===== src/rtl/operand_stage.sv =====
// Decode/operand-read stage: register file, forwarding muxes, load-use
// bubble insertion and the ID/EX pipeline register.
module operand_stage #(
  parameter int DATA_W = 16,
  parameter int CNT_W  = 16
) (
  input  logic              clk,
  input  logic              rst,
  input  logic              in_valid,
  input  logic [3:0]        in_rs1,
  input  logic [3:0]        in_rs2,
  input  logic              in_use1,
  input  logic              in_use2,
  input  logic [3:0]        in_rd,
  input  logic              in_wen,
  input  logic              in_is_load,
  output logic              in_ready,
  input  logic [1:0]        MuxCtrl11,
  input  logic [1:0]        MuxCtrl21,
  input  logic [DATA_W-1:0] ex_result,
  input  logic              ex_is_load,
  input  logic              wb_wen,
  input  logic [3:0]        wb_index,
  input  logic [DATA_W-1:0] wb_result,
  input  logic              flush,
  output logic              out_valid,
  output logic [DATA_W-1:0] out_a,
  output logic [DATA_W-1:0] out_b,
  output logic [3:0]        out_rd,
  output logic              out_wen,
  output logic              out_is_load,
  output logic [CNT_W-1:0]  stall_cnt
);

  typedef enum logic {RUN, STALL} state_t;

  state_t            state_q, state_d;
  logic [DATA_W-1:0] rf_q [16];
  logic [DATA_W-1:0] op_a, op_b;
  logic              haz, stall_go, bubble;
  logic              valid_q, wen_q, load_q;
  logic [DATA_W-1:0] a_q, b_q;
  logic [3:0]        rd_q;
  logic [CNT_W-1:0]  cnt_q;

  always_comb begin
    op_a = rf_q[in_rs1];
    unique case (MuxCtrl11)
      2'd2:    op_a = ex_result;
      2'd3:    op_a = wb_result;
      default: op_a = rf_q[in_rs1];
    endcase
  end

  always_comb begin
    op_b = rf_q[in_rs2];
    unique case (MuxCtrl21)
      2'd2:    op_b = ex_result;
      2'd3:    op_b = wb_result;
      default: op_b = rf_q[in_rs2];
    endcase
  end

  assign haz = in_valid & ex_is_load &
               ((in_use1 & (MuxCtrl11 == 2'd2)) |
                (in_use2 & (MuxCtrl21 == 2'd2)));

  always_ff @(posedge clk) begin
    if (rst) state_q <= RUN;
    else     state_q <= state_d;
  end

  always_comb begin
    state_d = state_q;
    unique case (state_q)
      RUN:     if (haz && !flush) state_d = STALL;
      STALL:   state_d = RUN;
      default: state_d = RUN;
    endcase
  end

  // Hazard is only honoured in RUN; STALL always lets the instruction go.
  always_comb begin
    stall_go = (state_q == RUN) & haz & ~flush;
    bubble   = stall_go | flush;
    in_ready = ~stall_go;
  end

  always_ff @(posedge clk) begin
    if (rst) begin
      for (int i = 0; i < 16; i++) rf_q[i] <= '0;
    end else if (wb_wen) begin
      rf_q[wb_index] <= wb_result;
    end
  end

  always_ff @(posedge clk) begin
    if (rst) begin
      valid_q <= 1'b0;
      wen_q   <= 1'b0;
      load_q  <= 1'b0;
      a_q     <= '0;
      b_q     <= '0;
      rd_q    <= '0;
    end else if (bubble) begin
      valid_q <= 1'b0;
      wen_q   <= 1'b0;
      load_q  <= 1'b0;
    end else begin
      valid_q <= in_valid;
      wen_q   <= in_valid & in_wen;
      load_q  <= in_valid & in_is_load;
      a_q     <= op_a;
      b_q     <= op_b;
      rd_q    <= in_rd;
    end
  end

  always_ff @(posedge clk) begin
    if (rst)                         cnt_q <= '0;
    else if (stall_go && cnt_q != '1) cnt_q <= cnt_q + 1'b1;
  end

  assign out_valid   = valid_q;
  assign out_a       = a_q;
  assign out_b       = b_q;
  assign out_rd      = rd_q;
  assign out_wen     = wen_q;
  assign out_is_load = load_q;
  assign stall_cnt   = cnt_q;

endmodule


===== config.mk =====
export PLATFORM = sky130hd
export DESIGN_NAME = operand_stage
export DESIGN_NICKNAME = d
export VERILOG_FILES = /design/src/rtl/operand_stage.sv
export SDC_FILE = /design/constraint.sdc
export NUM_CORES = 1
export LEC_CHECK = 0
export ABC_AREA = 1
export CORE_ASPECT_RATIO = 1.1
export CORE_MARGIN = 5
export CORE_UTILIZATION = 52
export CTS_CLUSTER_SIZE = 16
export DETAILED_ROUTE_END_ITERATION = 8
export GPL_ROUTABILITY_DRIVEN = 0
export PLACE_DENSITY = 0.68
export REMOVE_ABC_BUFFERS = 1
export SYNTH_ARGS = -nofsm -noshare
export SYNTH_HDL_FRONTEND = slang
export SYNTH_SLANG_ARGS = --single-unit

===== constraint.sdc =====
create_clock -name clk -period 2.85 [get_ports clk]
set_input_delay 0.57 -clock clk [delete_from_list [all_inputs] [get_ports clk]]
set_output_delay 0.57 -clock clk [all_outputs]
set_load 0.005 [all_outputs]

Word-level counts from Yosys, hierarchy flattened
Memory sizes are Yosys's and may differ from the RTL's.
Cells that the tools add are included.
{"block": "totals", "ff_bits": 56, "mem_bits_rw": 256, "inputBits": 62, "out_inout_bits": 56, "elab_cells": 45, "n_memories": 1}
{"name": "rf_q", "depth": 16, "width": 16, "rd": 2, "rd_ports_with_merged_regs": 0, "write_ports": 16, "line_no": "38", "rtl": "logic [DATA_W-1:0] rf_q [16];"}
{"block": "classes", "add_sub_neg": 1, "n_eq_ne": 5, "mux": 12, "n_bitwise": 13, "reduce_logical": 5}
{"operator": "16-bit case mux with 2 select lines", "count": 2}
{"operator": "16-bit by 1-bit adder with 16-bit output, second input constant", "count": 1}
{"operator": "16-bit two-way mux", "count": 1}
{"operator": "16-bit != test, second input constant", "count": 1}
{"operator": "16-bit OR reduction", "count": 1}
{"operator": "1-bit bitwise AND", "count": 8}
{"operator": "2-bit equality test, second input constant", "count": 4}
{"operator": "1-bit two-way mux", "count": 7}
{"operator": "4-bit two-way mux", "count": 1}
{"operator": "1-bit inverter", "count": 3}
{"operator": "1-bit logical AND", "count": 2}
{"operator": "1-bit bitwise OR", "count": 2}
{"operator": "1-bit case mux with 2 select lines", "count": 1}
{"operator": "2-bit OR reduction", "count": 1}
{"operator": "1-bit zero test", "count": 1}

Depth between registers and ports, before layout
{"block": "logic_depth", "word_depth": 8, "ltp_mapped": 10, "depth_no_buf": 9}

Least setup slack after synthesis
OpenSTA, ideal clock, no wires.
{"block": "synth_path", "path_kind": "input to register", "startpoint": "in rst", "endpoint": "mem rf_q[2][0] (enable)", "setup_ns": 0.372, "arrival_ns": 1.820, "required_time_ns": 2.478, "path_slack_ns": 0.658, "stages": 7, "path_buffers": 2, "cell_sequence": "clkbuf_1 -> inv_1 -> nand2_4 -> nor3_4 -> nand2_2 -> buf_4 -> nand2_1"}
{"element": "start, declared", "line_no": "8", "rtl": "input logic rst,"}
{"element": "end, declared", "line_no": "38"}

Final worst setup path
{"block": "layout_path", "startpoint": "in MuxCtrl21[1]", "endpoint": "out in_ready"}
{"block": "layout_between", "elab_chain_len": 7}
{"element": "start, declared", "line_no": "19", "rtl": "input logic [1:0] MuxCtrl21,"}
{"element": "2-bit equality test", "line_no": "66", "rtl": "(in_use2 & (MuxCtrl21 == 2'd2)));"}
{"element": "1-bit bitwise AND", "line_no": "66"}
{"element": "1-bit bitwise OR", "line_no": "65", "rtl": "((in_use1 & (MuxCtrl11 == 2'd2)) |"}
{"element": "1-bit bitwise AND", "line_no": "64", "rtl": "assign haz = in_valid & ex_is_load &"}
{"element": "1-bit bitwise AND (2 in series)", "line_no": "84", "rtl": "stall_go = (state_q == RUN) & haz & ~flush;"}
{"element": "1-bit inverter", "line_no": "86", "rtl": "in_ready = ~stall_go;"}
{"element": "end, declared", "line_no": "17", "rtl": "output logic in_ready,"}
Every way passes these cells.

==> metrics.md <==
| Metric | Value |
|---|---|
| Outcome | `finished, final reports clean` |
| Largest net degree at the start of global routing | `129` |
| FF/Latch Area | `8810 µm²` |
| Reg2Reg Capture Point | `stall_cnt[11]$_SDFFE_PP0P_` |
| CTS Hold Bufs | `0` |
| Crit. End Element | `primary output` |
| Synth Area in Compound Gates | `0.0365` |
| Final instance area | `20700 µm²` |
| Fraction of layout cells with a size suffix above 1 | `0.0757` |
| Post-synth top flop | `edfxtp_1` |
| Peak VDD IR | `0.425 mV` |
| Aggregate global routing overflow | `0` |
| Cell count after synthesis | `2369` |
| Post-DRT Antenna Nets | `0` |
| Yosys cell types | `36` |
| Worst r2r src | `stall_cnt[0]$_SDFFE_PP0P_` |
| Share of the synthesized area in the top cell type | `0.432` |
| CP startpoint | `MuxCtrl21[1]` |
| Max transition margin | `0.453` |
| Cell Area, Placed | `around 20000 µm²` |
| Initial Util | `0.523` |
| Xor/xnor cell area share of the yosys netlist | `0.00541` |
| Via-to-Cell Ratio | `5.81` |
| Core area | `34000 µm²` |
| Async set-reset flop share out of synthesis | `0` |
| Syn avg cell area | `7.52 µm²` |
| Post-CTS Setup Repair Bufs | `0` |
| Setup crit end | `in_ready` |
| Max-capacitance violation count | `0` |
| CP required | `2.28 ns` |
| Area of the die | `between 30000 and 40000 µm²` |
| # setup viols final | `0` |
| Post-layout minimum cycle time | `roughly 2.5 ns` |
| Multi-input gate area | `6970 µm²` |
| Multiplexer area fraction after synthesis | `0` |
| Fillers | `~3000` |
| EDFF count, synth | `256` |
| Hold slack | `0.501 ns` |
| Power Density | `558 nW/µm²` |
| Remaining routing DRC violations | `0` |
| Total CTS buffers | `35` |
| Worst hold path class | `flip-flop to flip-flop` |
| Pwr Total | `11600 µW` |
| Crit Path Class | `input port to primary output` |
| Clock skew | `0.0106 ns` |
| Synth Warn # | `0` |
| I/O Buffers | `around 120` |
| Drt wl/cell | `about 21 µm` |
| Die width | `186 µm` |
| CTS Root Cell | `clkbuf_16` |
| RSZ-0062 raised after global routing | `no` |
| Synth area leader | `edfxtp_1` |
| Routed WL | `between 60000 and 70000 µm` |
| Count leader, synth | `nand2_1` |
| Achievable clock frequency | `between 300 and 400 MHz` |
| Largest family of logic cells by synthesized area | `simple AND/OR/NAND/NOR gates` |
| Final worst slack | `0.315 ns` |
| CP startpoint kind | `input port` |
| Chip height | `204 µm` |
| Synth cell count leaders | `nand2_1 (642), nand3_1 (456), nor2_1 (313)` |
| Setup TNS | `0 ns` |
| Worst Tran Pin Value | `0.819 ns` |
| R2r worst-path depth | `8` |
| Final period utilization | `0.889` |
| Final Hold Fails | `0` |
| Simple-Gate Fraction of Synth Area | `0.349` |
| Crit path arrival time | `1.96 ns` |
| Final nets | `2522` |
| Diode count | `0` |
| CTS resizes | `0` |
| Synthesis-stage register bit count | `312` |
| Cell leakage power | `between 0.009 and 0.01 µW` |
| Pre-Repair DR Iteration Count | `7` |
| CTS tree | `done` |
| CTS Sinks | `312` |
| Clk_lat worst skew | `0.53 ns` |
| Detailed placer's ending HPWL | `roughly 40000 µm` |
| Tot GR Track Use | `0.308` |
| Area Growth Syn to Fin | `16.3%` |
| Clk pin slew, worst setup/hold paths | `about 0.060 ns` |
| Worst Path Max Fanout | `4` |
| Pre-CTS setup slack | `0.293 ns` |
| Bufs on Longest Clock Path | `3` |
| FP Rows | `roughly 70` |
| Number of global-route vias before repair | `15804` |
| First-pass GRT wire length | `slightly above 90000 µm` |
| Synth Area in Adders | `0.000703` |
| Mapped Area | `17800 µm²` |
| Via count | `16996` |
| DR iter-0 viols | `2390` |
| Initial antenna violation count | `1` |
| Seq/Total Area, Yosys | `0.495` |
| I/O pin cnt | `118` |
| Max Slew Vio Count | `0` |
| H-tree levels | `2` |
| Top post-synthesis cells by area | `edfxtp_1 (43%), nand2_1 (14%), nand3_1 (13%), nor2_1 (6.6%), dfxtp_1 (6.3%)` |
| Reg2Reg Setup Slack | `1.17 ns` |
## flip-flops by register name (all words and copies together), names as in the netlist
signal,cells
out_wen,1
out_b,16
out_is_load,1
state_q,1
rf_q,256
stall_cnt,16
out_a,16
out_rd,4
out_valid,1
## routing by layer
layer,part of all wire,up-vias,track usage
li1,-,7746,-
met2,0.46,1206,0.501
met4,0.034,2,0.0967
met3,0.12,179,0.0625
met1,0.38,7863,0.417
met5,0.00013,-,0
## area by class of cell
class	count	area share
Multi-Input combinational cell	1582	0.337
Inverter	318	0.0581
Sequential cell	312	0.425
Clock buffer	55	0.0499
Timing Repair Buffer	210	0.0986
Tap cell	438	0.0265
Clock inverter	8	0.00489
## report_power, final
part           switching [µW]  internal [µW]
clock                    1840           2680
sequential               96.7           5180
combinational            1170            578
## per-stage QoR
step / utilization / cells
4_1_cts: 0.609 / 2923
2_1_floorplan: - / 2212
5_1_grt: 0.609 / 2923
3_5_place_dp: 0.575 / 2860
3_3_place_gp: 0.575 / 2860
6_report: 0.609 / 2923
## placed cells by master, fill, tap and decap left out, types with 16 or more instances in the layout
master and n:
a21oi_1 46, buf_4 80, clkbuf_16 37, clkdlybuf4s50_1 113, clkinv_1 16, dfxtp_1 56, edfxtp_1 256, inv_1 294
nand2_1 642, nand2_2 18, nand3_1 456, nor2_1 313, o21ai_0 39, o22ai_1 32
## critical path: stages
cell,delay [ns]
clkdlybuf4s50_1,0.55
nand3_1,0.15
nand2_4,0.12
nand3_4,0.10
clkdlybuf4s50_1,0.47
## kinds of logic after synthesis
logic type	after synthesis
xor gates and xnor gates	11
and+or+nand+nor	1451
AOI/OAI and AO/OA	119
DFF	312
adders and majority gates	1
buffers and inverters	475
## how the worst min path moves through the flow
stage,from,end,slack (ns),depth (start not counted)
6_report,stall_cnt[12]$_SDFFE_PP0P_,stall_cnt[12]$_SDFFE_PP0P_,0.50,2
3_5_place_dp,stall_cnt[12]$_SDFFE_PP0P_,stall_cnt[12]$_SDFFE_PP0P_,0.49,2
2_1_floorplan,stall_cnt[8]$_SDFFE_PP0P_,stall_cnt[8]$_SDFFE_PP0P_,0.47,2
3_3_place_gp,stall_cnt[13]$_SDFFE_PP0P_,stall_cnt[13]$_SDFFE_PP0P_,0.49,2
4_1_cts,stall_cnt[12]$_SDFFE_PP0P_,stall_cnt[12]$_SDFFE_PP0P_,0.50,2
5_1_grt,stall_cnt[12]$_SDFFE_PP0P_,stall_cnt[12]$_SDFFE_PP0P_,0.53,2
No activity file was read; power rests on OpenSTA's default activity.
